## src/rtl/gpio_ctrl.sv

```systemverilog
// gpio_ctrl: register-mapped GPIO controller for a tristate IO bank.
// Drives pad_o / pad_oe straight from registers, synchronizes pad_i,
// detects per-pin rising/falling edges into a sticky write-1-to-clear
// status register, and raises a registered level interrupt.
//
// Register port handshake: a write is accepted at every clk edge where
// we is high. A read is accepted at every clk edge where re is high; the
// data appears on rdata with rvalid = 1 for exactly the following cycle.
// There is no back-pressure, so one read per cycle may be issued. rdata
// holds its last value while rvalid is low.
module gpio_ctrl #(
   parameter int NPINS       = 20,
   parameter int SYNC_STAGES = 2   // must be >= 2
) (
   input  logic             clk,
   input  logic             rst,
   input  logic [2:0]       addr,
   input  logic [NPINS-1:0] wdata,
   input  logic             we,
   input  logic             re,
   output logic [NPINS-1:0] rdata,
   output logic             rvalid,
   output logic             irq,
   output logic [NPINS-1:0] pad_o,
   output logic [NPINS-1:0] pad_oe,
   input  logic [NPINS-1:0] pad_i
);

   localparam logic [2:0] A_DATA_OUT   = 3'd0;
   localparam logic [2:0] A_DATA_OE    = 3'd1;
   localparam logic [2:0] A_DATA_IN    = 3'd2;
   localparam logic [2:0] A_RISE_EN    = 3'd3;
   localparam logic [2:0] A_FALL_EN    = 3'd4;
   localparam logic [2:0] A_IRQ_STATUS = 3'd5;

   logic [NPINS-1:0] data_out;
   logic [NPINS-1:0] data_oe;
   logic [NPINS-1:0] rise_en;
   logic [NPINS-1:0] fall_en;
   logic [NPINS-1:0] status;
   logic [NPINS-1:0] sync_q [SYNC_STAGES];
   logic [NPINS-1:0] sync;
   logic [NPINS-1:0] prev;

   logic [NPINS-1:0] rise;
   logic [NPINS-1:0] fall;
   logic [NPINS-1:0] status_set;
   logic [NPINS-1:0] status_clr;
   logic [NPINS-1:0] status_next;
   logic [NPINS-1:0] rd_mux;

   assign sync   = sync_q[SYNC_STAGES-1];
   assign pad_o  = data_out;
   assign pad_oe = data_oe;

   // Multi-flop synchronizer for the asynchronous pad readback.
   always_ff @(posedge clk or posedge rst) begin
      if (rst) begin
         for (int i = 0; i < SYNC_STAGES; i++) sync_q[i] <= '0;
      end else begin
         sync_q[0] <= pad_i;
         for (int i = 1; i < SYNC_STAGES; i++) sync_q[i] <= sync_q[i-1];
      end
   end

   // Edge-history register: last cycle's synchronized pad value.
   always_ff @(posedge clk or posedge rst) begin
      if (rst) prev <= '0;
      else     prev <= sync;
   end

   // Edge detection and status update; a set in the same cycle as a clear wins.
   always_comb begin
      rise        = sync & ~prev;
      fall        = ~sync & prev;
      status_set  = (rise & rise_en) | (fall & fall_en);
      status_clr  = '0;
      if (we && addr == A_IRQ_STATUS) status_clr = wdata;
      status_next = (status & ~status_clr) | status_set;
   end

   // Read mux over the pre-write register values; unmapped addresses read 0.
   always_comb begin
      rd_mux = '0;
      case (addr)
         A_DATA_OUT:   rd_mux = data_out;
         A_DATA_OE:    rd_mux = data_oe;
         A_DATA_IN:    rd_mux = sync;
         A_RISE_EN:    rd_mux = rise_en;
         A_FALL_EN:    rd_mux = fall_en;
         A_IRQ_STATUS: rd_mux = status;
         default:      rd_mux = '0;
      endcase
   end

   // Software-writable configuration registers; DATA_IN and 6/7 ignore writes.
   always_ff @(posedge clk or posedge rst) begin
      if (rst) begin
         data_out <= '0;
         data_oe  <= '0;
         rise_en  <= '0;
         fall_en  <= '0;
      end else if (we) begin
         case (addr)
            A_DATA_OUT: data_out <= wdata;
            A_DATA_OE:  data_oe  <= wdata;
            A_RISE_EN:  rise_en  <= wdata;
            A_FALL_EN:  fall_en  <= wdata;
            default:    ;
         endcase
      end
   end

   // Sticky interrupt status and the registered level interrupt behind it.
   always_ff @(posedge clk or posedge rst) begin
      if (rst) begin
         status <= '0;
         irq    <= 1'b0;
      end else begin
         status <= status_next;
         irq    <= |status;
      end
   end

   // Registered read port: one-cycle rvalid pulse, rdata held between reads.
   always_ff @(posedge clk or posedge rst) begin
      if (rst) begin
         rdata  <= '0;
         rvalid <= 1'b0;
      end else begin
         rvalid <= re;
         if (re) rdata <= rd_mux;
      end
   end

endmodule

```

## config.mk

```make
export PLATFORM = sky130hd
export DESIGN_NAME = gpio_ctrl
export DESIGN_NICKNAME = d
export VERILOG_FILES = /design/src/rtl/gpio_ctrl.sv
export SDC_FILE = /design/constraint.sdc
export NUM_CORES = 1
export LEC_CHECK = 0
export ABC_AREA = 1
export ABC_CLOCK_PERIOD_IN_PS = 9600
export BUFFER_PORTS_ARGS = -buffer_cell sky130_fd_sc_hd__buf_2
export CAP_MARGIN = 20
export CORE_ASPECT_RATIO = 1.4
export CORE_UTILIZATION = 50
export CTS_BUF_LIST = sky130_fd_sc_hd__clkbuf_16
export CTS_CLUSTER_SIZE = 28
export DETAILED_ROUTE_END_ITERATION = 8
export MAX_ROUTING_LAYER = met4
export PLACE_DENSITY = 0.81
export SYNTH_ARGS = -nofsm -noshare
export SYNTH_HDL_FRONTEND = slang
export SYNTH_SLANG_ARGS = --single-unit
```

## constraint.sdc

```tcl
create_clock -name clk -period 9.6 [get_ports clk]
set_input_delay 0.48 -clock clk [delete_from_list [all_inputs] [get_ports clk]]
set_output_delay 0.48 -clock clk [all_outputs]
set_load 0.02 [all_outputs]
```

Yosys cells after proc, flatten, opt, wreduce, memory -nomap -nowiden
Cells that the tools add are included.

word-level totals
  input port bits = 47
  register bits = 182
  word-level logic and storage cells = 35

cells by class
  multiplexer cells = 2
  bitwise logic cells = 10
  equal/unequal tests = 5
  reduce and logical (&&, ||, !) cells = 7

operators by type and width
  kind                                                                   count
  20-bit one-hot mux with 6 select lines                                 1
  20-bit bitwise AND                                                     5
  20-bit NOT                                                             3
  20-bit bitwise OR                                                      2
  20-bit 2-to-1 mux                                                      1
  20-bit OR reduction                                                    1
  2-bit AND reduction                                                    4
  3-bit by 2-bit equality test with 1-bit output, second input constant  2
  3-bit equality test, second input constant                             2
  3-bit by 1-bit equality test with 1-bit output, second input constant  1
  3-bit logical NOT                                                      1
  1-bit logical AND                                                      1

Depth between registers and ports, before layout
Gate-level depths: netlist of the first run.

  depth in word-level cells = 6
  gate-level depth with buffers = 8
  mapped depth without buffers = 6

Worst setup path after synthesis of the first run
No wires, ideal clock.

  kind = input port to flip-flop
  start point = input port addr[1]
  end point = register status[0]
  required time = 9468 ps
  arrival time = 1287 ps
  path buffers = 2
  stages on the path = 6
  slack = 8181 ps
  cell sequence = buf_2 nor2_2 nand3_1 clkbuf_1 o21ai_1 o211ai_1

between the ends
  word-level cells in the longest chain between the ends = 6

ends and longest elaborated chain
  what                      line  source
  from (decl)               17    input logic [2:0] addr,
  3-bit equality test       78    if (we && addr == A_IRQ_STATUS) status_clr = wdata;
  1-bit logical AND         78
  20-bit 2-to-1 mux         78
  20-bit NOT                79    status_next = (status & ~status_clr) | status_set;
  20-bit bitwise AND        79
  20-bit bitwise OR         79
  named net status_next[0]  49    logic [NPINS-1:0] status_next;
  to (signal assigned)      120   status <= status_next;
  to (decl)                 40    logic [NPINS-1:0] status;

The timed path passes the listed nets, and every way through them passes these cells.
A chain may end at the register's enable or synchronous reset.

Final worst setup path of the first run
  start point = input port addr[0]
  end point = register status[4]

Same word-level chain as after synthesis.

==> results by group, run 1 <==
Timing
  – Clock skew: between 0.007 and 0.008 ns
  – Final setup viols: 0
  – Total negative slack: 0 ns
  – Worst hold slack: approximately 0.15 ns
  – Crit path time final: between 3 and 4 ns
  – Final slew viol count: 0
  – Slew margin rel.: 0.283
  – Worst-Margin Slew: about 1.1 ns
  – Final hold vios: 0
  – Period utilization: 0.351
  – Fmax: between 200 and 300 MHz
  – RSZ-0062 raised after global routing: false

Global route
  – Global-route wire length before repair: roughly 32000 um
  – Vias in the first global route: 6181
  – Tot GR Track Use: 0.276
  – Largest net degree at the start of global routing: approximately 110
  – Overflow after GRT: 0
  – Antenna violations before repair: 0

Logic synthesis
  – Synth Register Bits: 182
  – Gate Count Post-Synth: 804
  – Syn avg cell area: just over 9 um^2
  – Synth async-reset ratio: 1.00
  – Yosys warning count: 0
  – Sequential fraction of the synthesis area: 0.613
  – Top cell type by total area after synthesis: dfrtp_1
  – Top cells by area, synth: dfrtp_1 61%, nand2_1 8.4%, nand4_1 4.8%
  – Post-synth EDFFs: 0
  – Area share of the largest cell type after synthesis: 0.613
  – Main synth FF type: dfrtp_1
  – Mapped Area: around 0.0074 mm^2
  – Netlist cell types: 21
  – Syn nets: around 850

Drt
  – Drt pass-1 iters: 5
  – Via/cell ratio: 5.82
  – Post-Route WL: 19700 um
  – Detail Route Antenna Nets: 0
  – 1st-iter DRT viols: around 560
  – Drt wl/cell: about 18 um
  – Vias: 6321
  – # DRC: 0

Clock tree
  – Post-CTS Hold Buffers: 0
  – CTS Sinks: 182
  – Clk Tree Root Cell: clkbuf_16
  – Cts bufs inserted: 17
  – Clk buf depth: 2
  – H-tree depth: 4
  – CTS tree: built
  – Clk pin slew, worst setup/hold paths: about 0.07 ns
  – Post-CTS setup buffer count: 0
  – Number of gates resized after cts: 0
  – Clk_lat worst skew: roughly 0.43 ns

Worst setup path
  – Reg-to-Reg End: irq
  – Arrival time at the worst endpoint: ~3.7 ns
  – Worst-path cell chain: buf_2 > inv_2 > nor2_2 > nand3_1 > o21ai_1 > o211ai_1
  – WP data required: roughly 9.9 ns
  – CP endpoint kind: register
  – CP peak stage delay: a little over 0.9 ns
  – Worst setup SP type: input pin
  – Critical R2R Launch: status[8]
  – Top delay family on crit path: simple AND/OR/NAND/NOR gates
  – Worst Path Buf+Inv: 2
  – Worst-path maximum fanout: 40
  – Worst path depth: 6
  – CP max stage cell: nand3_1
  – Crit Path Category: in -> reg
  – Reg2Reg Setup Slack: 8.51 ns
  – Worst R2R Path Depth: 3

Floorplanning
  – Die area: roughly 0.015 mm^2
  – Core area: between 0.01 and 0.015 mm^2
  – Die height: between 100 and 150 um
  – Core Rows: 52
  – Die Wd: around 100 um
  – Starting Density: 0.512
  – IO Count: 109

Placed design
  – Routability cong.: 0.873
  – I/O Buffers: about 110
  – Post-DP HPWL: roughly 12000 um

Power
  – Logic gate share of total power: 0.149
  – Part of the power in registers: 0.487
  – Clock power share: 0.364
  – Pwr/cell area: 228 mW/mm^2
  – Switch Pwr: around 0.00059 W
  – Sw frac: 0.300
  – Leak: approximately 4.1 nW
  – Int Pwr: approximately 0.0014 W
  – VDD IR max: approximately 0.00015 V

Worst hold path
  – Cell count of the worst hold path: 1
  – Min-Delay Endpoint: sync_q[27]
  – Worst Hold Launch: pad_i[7]
  – Worst Hold Class: in -> reg

Cells and area
  – Nets: around 930
  – Number of diodes: 0
  – Commonest cells after routing, fill and taps aside: 182 x dfrtp_1, 167 x nand2_1, 108 x buf_2, 87 x nor2_1, 70 x o21ai_0
  – Most common cell after layout, fill and taps aside: dfrtp_1
  – Synth-to-Final Area Change: 16.3%
  – Share of layout cells above drive strength 1: 0.168

Run
  – MaxCap Viol Count: 0

Status
  – Status: completed
metal layers:
layer | routed length (um) | up-vias | track usage | part of all wire
met5 | 0 | - | - | 0
met2 | 9490 | 318 | 0.418 | 0.48
li1 | - | 2863 | - | -
met1 | 8050 | 3073 | 0.347 | 0.41
met4 | 834 | 0 | 0.158 | 0.042
met3 | 1320 | 67 | 0.0536 | 0.067
area by class of cell:
class	count	area, um^2
flip-flops and latches	182	4550
multi-input cells	528	2500
fillers	1213	5870
well taps	189	236
clock buffers	17	425
repair buffers	114	586
inverters	42	163
clock inverters	15	178
state kept, by name (all words and copies together), names as in the netlist:
signal and flops:
fall_en 20, irq 1, pad_o 20, pad_oe 20, prev 20, rdata 20
rise_en 20, rvalid 1, status 20, sync 20, sync_q 20
cells in the mapped netlist (all sizes together) (17+ instances only):
cell      n
dfrtp   182
nand2   167
o21ai   100
nor2     89
nand4    57
nand3    56
inv      41
clkbuf   31
buf      21
a21oi    20
o211ai   19
nand3b   17
how the worst max path moves through the flow:
stage | end | slack (ns) | from
after floorplan | fall_en[0] | 4.18 | rst
after global routing | status[4] | 6.02 | addr[0]
after detailed placement | status[1] | 5.95 | addr[0]
after global placement | status[5] | 6.08 | addr[0]
after CTS | status[4] | 6.36 | addr[0]
final | status[4] | 6.23 | addr[0]
cells by family after synthesis:
family | after synthesis | share of synthesized area
AND/OR/NAND/NOR | 388 | 0.235
flip-flops | 182 | 0.613
AO/OA/AOI/OAI | 140 | 0.101
buffers and inverters | 94 | 0.0511
metrics by stage:
step | std cells | area [um^2] | power (W) | util | setup slack [ns]
6_report | 1087 | 8640 | 0.00197 | 0.595 | 6.23
5_1_grt | 1087 | 8640 | 0.00205 | 0.595 | 6.02
4_1_cts | 1087 | 8640 | 0.00197 | 0.595 | 6.36
3_5_place_dp | 1055 | 8040 | 0.00126 | 0.554 | 5.95
3_3_place_gp | 1055 | 8040 | 0.00125 | 0.554 | 6.08
2_1_floorplan | 804 | 7420 | 0.00114 | - | 4.18
power by group through the flow:
stage	Sequential, W	Combinational [W]	Clock [W]
after floorplan	0.000999	0.000143	0
after global placement	0.000967	0.000280	0
after detailed placement	0.000969	0.000290	0
after CTS	0.000957	0.000294	0.000724
after global routing	0.000971	0.000326	0.000752
final	0.000960	0.000294	0.000717
worst register-to-register path, delay by kind of cell (launching register included):
kind	cells	cell delay, ns
flops	1	0.40
simple gates	3	0.54
Note: power is estimated with default switching activity, not from simulation.
==> run 2, diff against run 1 <==
--- a/config.mk
+++ b/config.mk
@@ -6,7 +6,7 @@
 export NUM_CORES = 1
 export LEC_CHECK = 0
 export ABC_AREA = 1
-export ABC_CLOCK_PERIOD_IN_PS = 9600
+export ABC_CLOCK_PERIOD_IN_PS = 3210
 export BUFFER_PORTS_ARGS = -buffer_cell sky130_fd_sc_hd__buf_2
 export CAP_MARGIN = 20
 export CORE_ASPECT_RATIO = 1.4
==> constraint.sdc (replaced) <==
create_clock -name clk -period 3.21 [get_ports clk]
set_input_delay 0.1605 -clock clk [delete_from_list [all_inputs] [get_ports clk]]
set_output_delay 0.1605 -clock clk [all_outputs]
set_load 0.02 [all_outputs]
==> run 2 against run 1 <==
The run now ends with negative hold slack left. Sequential share of layout area down 1.3 points. Utilization grew 1.5 points. Global-route usage rose by 0.24 points. Clock-buffer cell count stayed put. Clock skew decreased by 0.0017 ns. Critical path type unchanged. Cell area up 2.5%. Hold slack got worse by 0.15 ns.
==> results by group, run 2 (synthesis gave the netlist of run 1 again) <==
Status
  – Status: finished with violations
  – Failing checks: negative hold slack

Power
  – Logic gate share of total power: 0.158
  – Sw frac: 0.298
  – Clock power share: 0.333
  – Pwr/cell area: 638 mW/mm^2
  – Leak: roughly 4.3 nW
  – Part of the power in registers: 0.509
  – Int Pwr: between 0.003 and 0.004 W
  – VDD IR max: about 0.00044 V
  – Switch Pwr: around 0.0017 W

Timing
  – Worst-Margin Slew: roughly 0.98 ns
  – Final slew viol count: 0
  – Crit path time final: approximately 1.9 ns
  – Final hold vios: 1
  – Final setup viols: 0
  – Period utilization: 0.595
  – Min setup slack post-route: approximately 1.3 ns
  – RSZ-0062 raised after global routing: false
  – Fmax: 523 MHz
  – Worst hold slack: -0.000600 ns
  – Clock skew: about 0.0062 ns
  – Slew margin rel.: 0.347
  – Total negative slack: 0 ns

Worst setup path
  – Worst Path Buf+Inv: 4
  – Worst setup SP type: input pin
  – CP dominant cell by count: buf_4
  – Crit Path Category: in -> reg
  – Worst-path maximum fanout: 40
  – CP peak stage delay: ~0.64 ns
  – Worst-path cell chain: buf_2 > inv_2 > nor2_2 > buf_4 > nand3_1 > buf_4 > o21ai_1 > o211ai_1
  – CP max stage cell: buf_2
  – CP endpoint kind: register
  – WP data required: about 3.5 ns
  – Top delay family on crit path: buffers and inverters
  – Arrival time at the worst endpoint: approximately 2.2 ns

Global route
  – Global-route wire length before repair: 31900 um
  – Overflow after GRT: 0
  – Largest net degree at the start of global routing: 183
  – Antenna violations before repair: 0
  – Vias in the first global route: about 6300
  – Tot GR Track Use: 0.278

Floorplanning
  – Starting Density: 0.512
  – Die height: 146 um
  – Die area: 0.0153 mm^2
  – Core area: 0.0145 mm^2
  – IO Count: around 110
  – Die Wd: 105 um
  – Core Rows: 52

Clock tree
  – Clk_lat worst skew: between 0.4 and 0.5 ns
  – Clk Tree Root Cell: clkbuf_16
  – Clk buf depth: 2
  – Post-CTS setup buffer count: 0
  – Clk pin slew, worst setup/hold paths: 0.06 ns
  – CTS Sinks: roughly 180
  – H-tree depth: 4
  – Cts bufs inserted: 17
  – CTS tree: built

Placed design
  – I/O Buffers: 108
  – Routability cong.: roughly 0.85
  – Minimum setup slack after placement: around 0.92 ns
  – Post-DP HPWL: 12300 um

Cells and area
  – Share of layout cells above drive strength 1: 0.168
  – Fillers: roughly 1200
  – Commonest cells after routing, fill and taps aside: 182 x dfrtp_1, 167 x nand2_1, 108 x buf_2, 87 x nor2_1, 70 x o21ai_0
  – Most common cell after layout, fill and taps aside: dfrtp_1
  – Sequential cell area: ~0.0046 mm^2
  – Area of the multi-input gates: around 0.0025 mm^2
  – Number of diodes: 0
  – Synth-to-Final Area Change: 19.3%
  – Nets: around 960

Run
  – MaxCap Viol Count: 0

Drt
  – Post-Route WL: around 19000 um
  – Detail Route Antenna Nets: 0
  – 1st-iter DRT viols: 418
  – # DRC: 0
  – Drt wl/cell: about 17 um
  – Vias: 6482
  – Via/cell ratio: between 5 and 6
  – Drt pass-1 iters: 6

Worst hold path
  – Worst Hold Class: in -> async
run 2: layer usage:
metal,global-route usage,share of wire,up-vias
met2,0.431,0.49,318
met4,0.149,0.039,0
li1,-,-,2937
met1,0.351,0.40,3165
met5,-,0,-
met3,0.0464,0.069,62
run 2: power by group through the flow:
stage | sequential, W | combinational (W) | clock [W]
after floorplan | 0.00299 | 0.000429 | 0
after global placement | 0.00290 | 0.000845 | 0
after detailed placement | 0.00291 | 0.000875 | 0
after CTS | 0.00287 | 0.000898 | 0.00190
after global routing | 0.00291 | 0.00100 | 0.00199
final | 0.00288 | 0.000894 | 0.00188
run 2: timing repair:
action	CTS	global route
hold buffers	20	0
gates resized for setup	0	0
hold endpoints to repair	20	0
run 2: worst reg2reg max path: stages, from the launching register on:
cell and delay [ns]:
dfrtp_1 0.40, nor2_1 0.16, nand4_1 0.16, nand3b_1 0.24
run 2: worst paths after layout:
| kind | cells after the start | slack (ns) | start | to |
|---|---|---|---|---|
| min reg2reg | 0 | 0.34 | sync_q[20] | sync[0] |
| min in group clk | 3 | 0.05 | wdata[3] | pad_oe[3] |
| min | 3 | -0.0006 | rst | sync_q[30] |
| max in group asynchronous | 3 | 2.48 | rst | fall_en[4] |
| max reg2reg | 3 | 2.11 | status[8] | irq |
| max | 8 | 1.30 | addr[0] | status[13] |
run 2: final cells by class:
| type | instances | share of cell area |
|---|---|---|
| clock inverters | 15 | 0.0114 |
| flip-flops and latches | 182 | 0.514 |
| well taps | 189 | 0.0267 |
| multi-input cells | 528 | 0.281 |
| inverters | 42 | 0.0182 |
| clock buffers | 17 | 0.0480 |
| repair buffers | 146 | 0.100 |
run 2: through the flow:
step	hold WS (ns)	area [um^2]	instances	power (W)	utilization
floorplan	0.192	7430	804	0.00342	-
global placement	0.268	8130	1067	0.00375	0.560
detailed placement	0.270	8130	1067	0.00378	0.560
CTS	0.0463	8860	1119	0.00567	0.611
global route	0.0793	8860	1119	0.00591	0.611
finish	-0.000600	8860	1119	0.00565	0.611
==> run 3, diff against run 2 <==
--- a/config.mk
+++ b/config.mk
@@ -5,8 +5,8 @@
 export SDC_FILE = /design/constraint.sdc
 export NUM_CORES = 1
 export LEC_CHECK = 0
-export ABC_AREA = 1
-export ABC_CLOCK_PERIOD_IN_PS = 3210
+export ABC_AREA = 0
+export ABC_CLOCK_PERIOD_IN_PS = 1880
 export BUFFER_PORTS_ARGS = -buffer_cell sky130_fd_sc_hd__buf_2
 export CAP_MARGIN = 20
 export CORE_ASPECT_RATIO = 1.4
==> constraint.sdc (replaced) <==
create_clock -name clk -period 1.88 [get_ports clk]
set_input_delay 0.094 -clock clk [delete_from_list [all_inputs] [get_ports clk]]
set_output_delay 0.094 -clock clk [all_outputs]
set_load 0.02 [all_outputs]
==> run 3 against run 2 <==
The run now ends clean. Non-clock buffer count increased by 26. Flip-flop and latch count is the same. Power increased by 82%. Synthesized cell count decreased by 31%. Routed wire length decreased by 7.2%. Cell area increased by 4.2%. Sequential power grew 73%. Largest power group unchanged.
==> results by group, run 3 <==
Status
  – Status: completed

Worst hold path
  – Worst Hold Launch: re
  – Cell count of the worst hold path: 2
  – Worst Hold Class: in -> reg
  – Min-Delay Endpoint: rdata[7]

Cells and area
  – Number of diodes: 0
  – Core Util, Final: 0.639
  – Most common cell after layout, fill and taps aside: dfrtp_1
  – Nets: 760
  – Commonest cells after routing, fill and taps aside: 182 x dfrtp_1, 108 x buf_2, 89 x mux2_1, 70 x nand2_1, 41 x dlygate4sd3_1
  – Share of layout cells above drive strength 1: 0.240
  – Area of the multi-input gates: 0.00264 mm^2
  – Sequential cell area: around 0.0046 mm^2
  – Synth-to-Final Area Change: 24.5%
  – Fillers: 1085
  – Post-route cell area: between 0.009 and 0.01 mm^2

Worst setup path
  – Worst-path cell chain: mux4_2 > nor2b_1 > o22a_1
  – Worst Path Buf+Inv: 0
  – CP max stage cell: mux4_2
  – Worst-path maximum fanout: 3
  – Crit Path Category: reg -> reg
  – Top delay family on crit path: multiplexers
  – CP peak stage delay: between 0.4 and 0.5 ns
  – Arrival time at the worst endpoint: ~1.7 ns
  – Reg-to-Reg End: rdata[19]
  – Worst R2R Path Depth: 3
  – Worst setup SP type: register
  – Reg2Reg Setup Slack: 0.54 ns
  – Critical R2R Launch: status[19]
  – WP data required: ~2.2 ns
  – CP endpoint kind: register

Global route
  – Vias in the first global route: between 5000 and 6000
  – Antenna violations before repair: 0
  – Tot GR Track Use: 0.259
  – Overflow after GRT: 0
  – Largest net degree at the start of global routing: 58
  – Global-route wire length before repair: between 20000 and 30000 um

Placed design
  – I/O Buffers: roughly 110
  – Post-DP HPWL: between 10000 and 15000 um
  – Area after DPL: 0.00823 mm^2
  – Routability cong.: around 0.86

Drt
  – Post-Route WL: 18000 um
  – Drt pass-1 iters: 5
  – Via/cell ratio: 5.80
  – 1st-iter DRT viols: 280
  – # DRC: 0
  – Drt wl/cell: 19.7 um
  – Vias: around 5300
  – Detail Route Antenna Nets: 0

Timing
  – Final hold vios: 0
  – Final setup viols: 0
  – Crit path time final: 1.34 ns
  – Worst-Margin Slew: 0.600 ns
  – Period utilization: 0.712
  – Clock skew: 0.00713 ns
  – RSZ-0062 raised after global routing: false
  – Slew margin rel.: 0.599
  – Final slew viol count: 0
  – Fmax: around 750 MHz

Clock tree
  – Clk buf depth: 2
  – Clk Tree Root Cell: clkbuf_16
  – Number of gates resized after cts: 0
  – Clk pin slew, worst setup/hold paths: 0.07 ns
  – Post-CTS setup buffer count: 0
  – Cts bufs inserted: 17
  – H-tree depth: 4
  – CTS tree: built
  – CTS Sinks: roughly 180
  – Clk_lat worst skew: roughly 0.43 ns

Floorplanning
  – Core area: about 0.014 mm^2
  – IO Count: about 110
  – Die height: 146 um
  – Die Wd: ~100 um
  – Die area: between 0.015 and 0.02 mm^2
  – Starting Density: 0.513
  – Core Rows: 52

Logic synthesis
  – Synth Register Bits: 182
  – Syn avg cell area: 13.4 um^2
  – Top cells by area, synth: dfrtp_1 61%, mux2_1 14%, nand2_1 3.5%
  – Syn nets: 600
  – Top cell type by total area after synthesis: dfrtp_1
  – Post-synth EDFFs: 0
  – Gate Count Post-Synth: ~550
  – Synth async-reset ratio: 1.00
  – Sequential fraction of the synthesis area: 0.614
  – Yosys warning count: 0
  – Most frequent cells after synthesis: 182 x dfrtp_1, 89 x mux2_1, 70 x nand2_1
  – Area share of the largest cell type after synthesis: 0.614
  – Netlist cell types: 37
  – Most frequent cell after synthesis: dfrtp_1
  – Main synth FF type: dfrtp_1
  – Mapped Area: ~0.0074 mm^2

Power
  – Leak: just over 4 nW
  – VDD IR max: around 0.00054 V
  – Pwr/cell area: 1120 mW/mm^2

Run
  – MaxCap Viol Count: 0
-- run 3: final cells by class --
class | instances | area share
clock buffer | 17 | 0.0461
timing repair buffer | 172 | 0.130
tap | 189 | 0.0256
inverter | 1 | 0.000813
clock inverter | 15 | 0.0179
multi-input combinational | 339 | 0.286
sequential | 182 | 0.493
-- run 3: repair_timing --
action	in CTS	in global routing
endpoints found under the setup margin	0	0
hold buffers	41	0
hold endpoints to repair	120	0
-- run 3: worst max path at each step --
stage | startpoint | to | slack, ns | cells after the start
after floorplan | rst | fall_en[0] | -0.55 | 1
after global placement | addr[2] | pad_oe[19] | 0.36 | 5
after detailed placement | addr[2] | pad_oe[11] | 0.33 | 5
after CTS | status[19] | rdata[19] | 0.55 | 3
after global routing | status[0] | irq | 0.51 | 3
final | status[19] | rdata[19] | 0.54 | 3
-- run 3: worst reg2reg max path, stage by stage (launching register included) --
cell     delay [ns]
dfrtp_1        0.42
mux4_2         0.47
nor2b_1        0.15
o22a_1         0.18
-- run 3: cell families (layout without fill, tap and decap cells) --
kind of cell	count (synthesis)	after routing	synth area share
DFF	182	182	0.614
and+or+nand+nor	135	135	0.0931
muxes	114	114	0.177
buffers and inverters	32	205	0.0302
AOI/OAI and AO/OA	90	90	0.0855
-- run 3: where the power goes --
group          leakage [nW]  internal [W]  switching [W]
Clock                 0.294       0.00208        0.00147
Combinational          1.73      0.000794       0.000971
Sequential             2.11       0.00450       0.000491
Total                  4.13       0.00737        0.00293
-- run 3: metal layers --
layer	up-vias	track usage	routed length [um]
li1	2330	-	-
met1	2685	0.302	6980
met2	248	0.430	9440
met3	47	0.0580	1010
met4	0	0.113	561
met5	-	-	0
-- run 3: per-stage QoR --
stage | power [W] | hold slack (ns) | instances | setup TNS, ns | setup slack [ns]
4_1_cts | 0.0103 | 0.0195 | 915 | 0 | 0.546
3_3_place_gp | 0.00664 | 0.182 | 842 | 0 | 0.355
3_5_place_dp | 0.00675 | 0.192 | 842 | 0 | 0.332
2_1_floorplan | 0.00603 | 0.125 | 553 | -100.20 | -0.551
5_1_grt | 0.0107 | 0.0460 | 915 | 0 | 0.510
6_report | 0.0103 | 0.0338 | 915 | 0 | 0.542
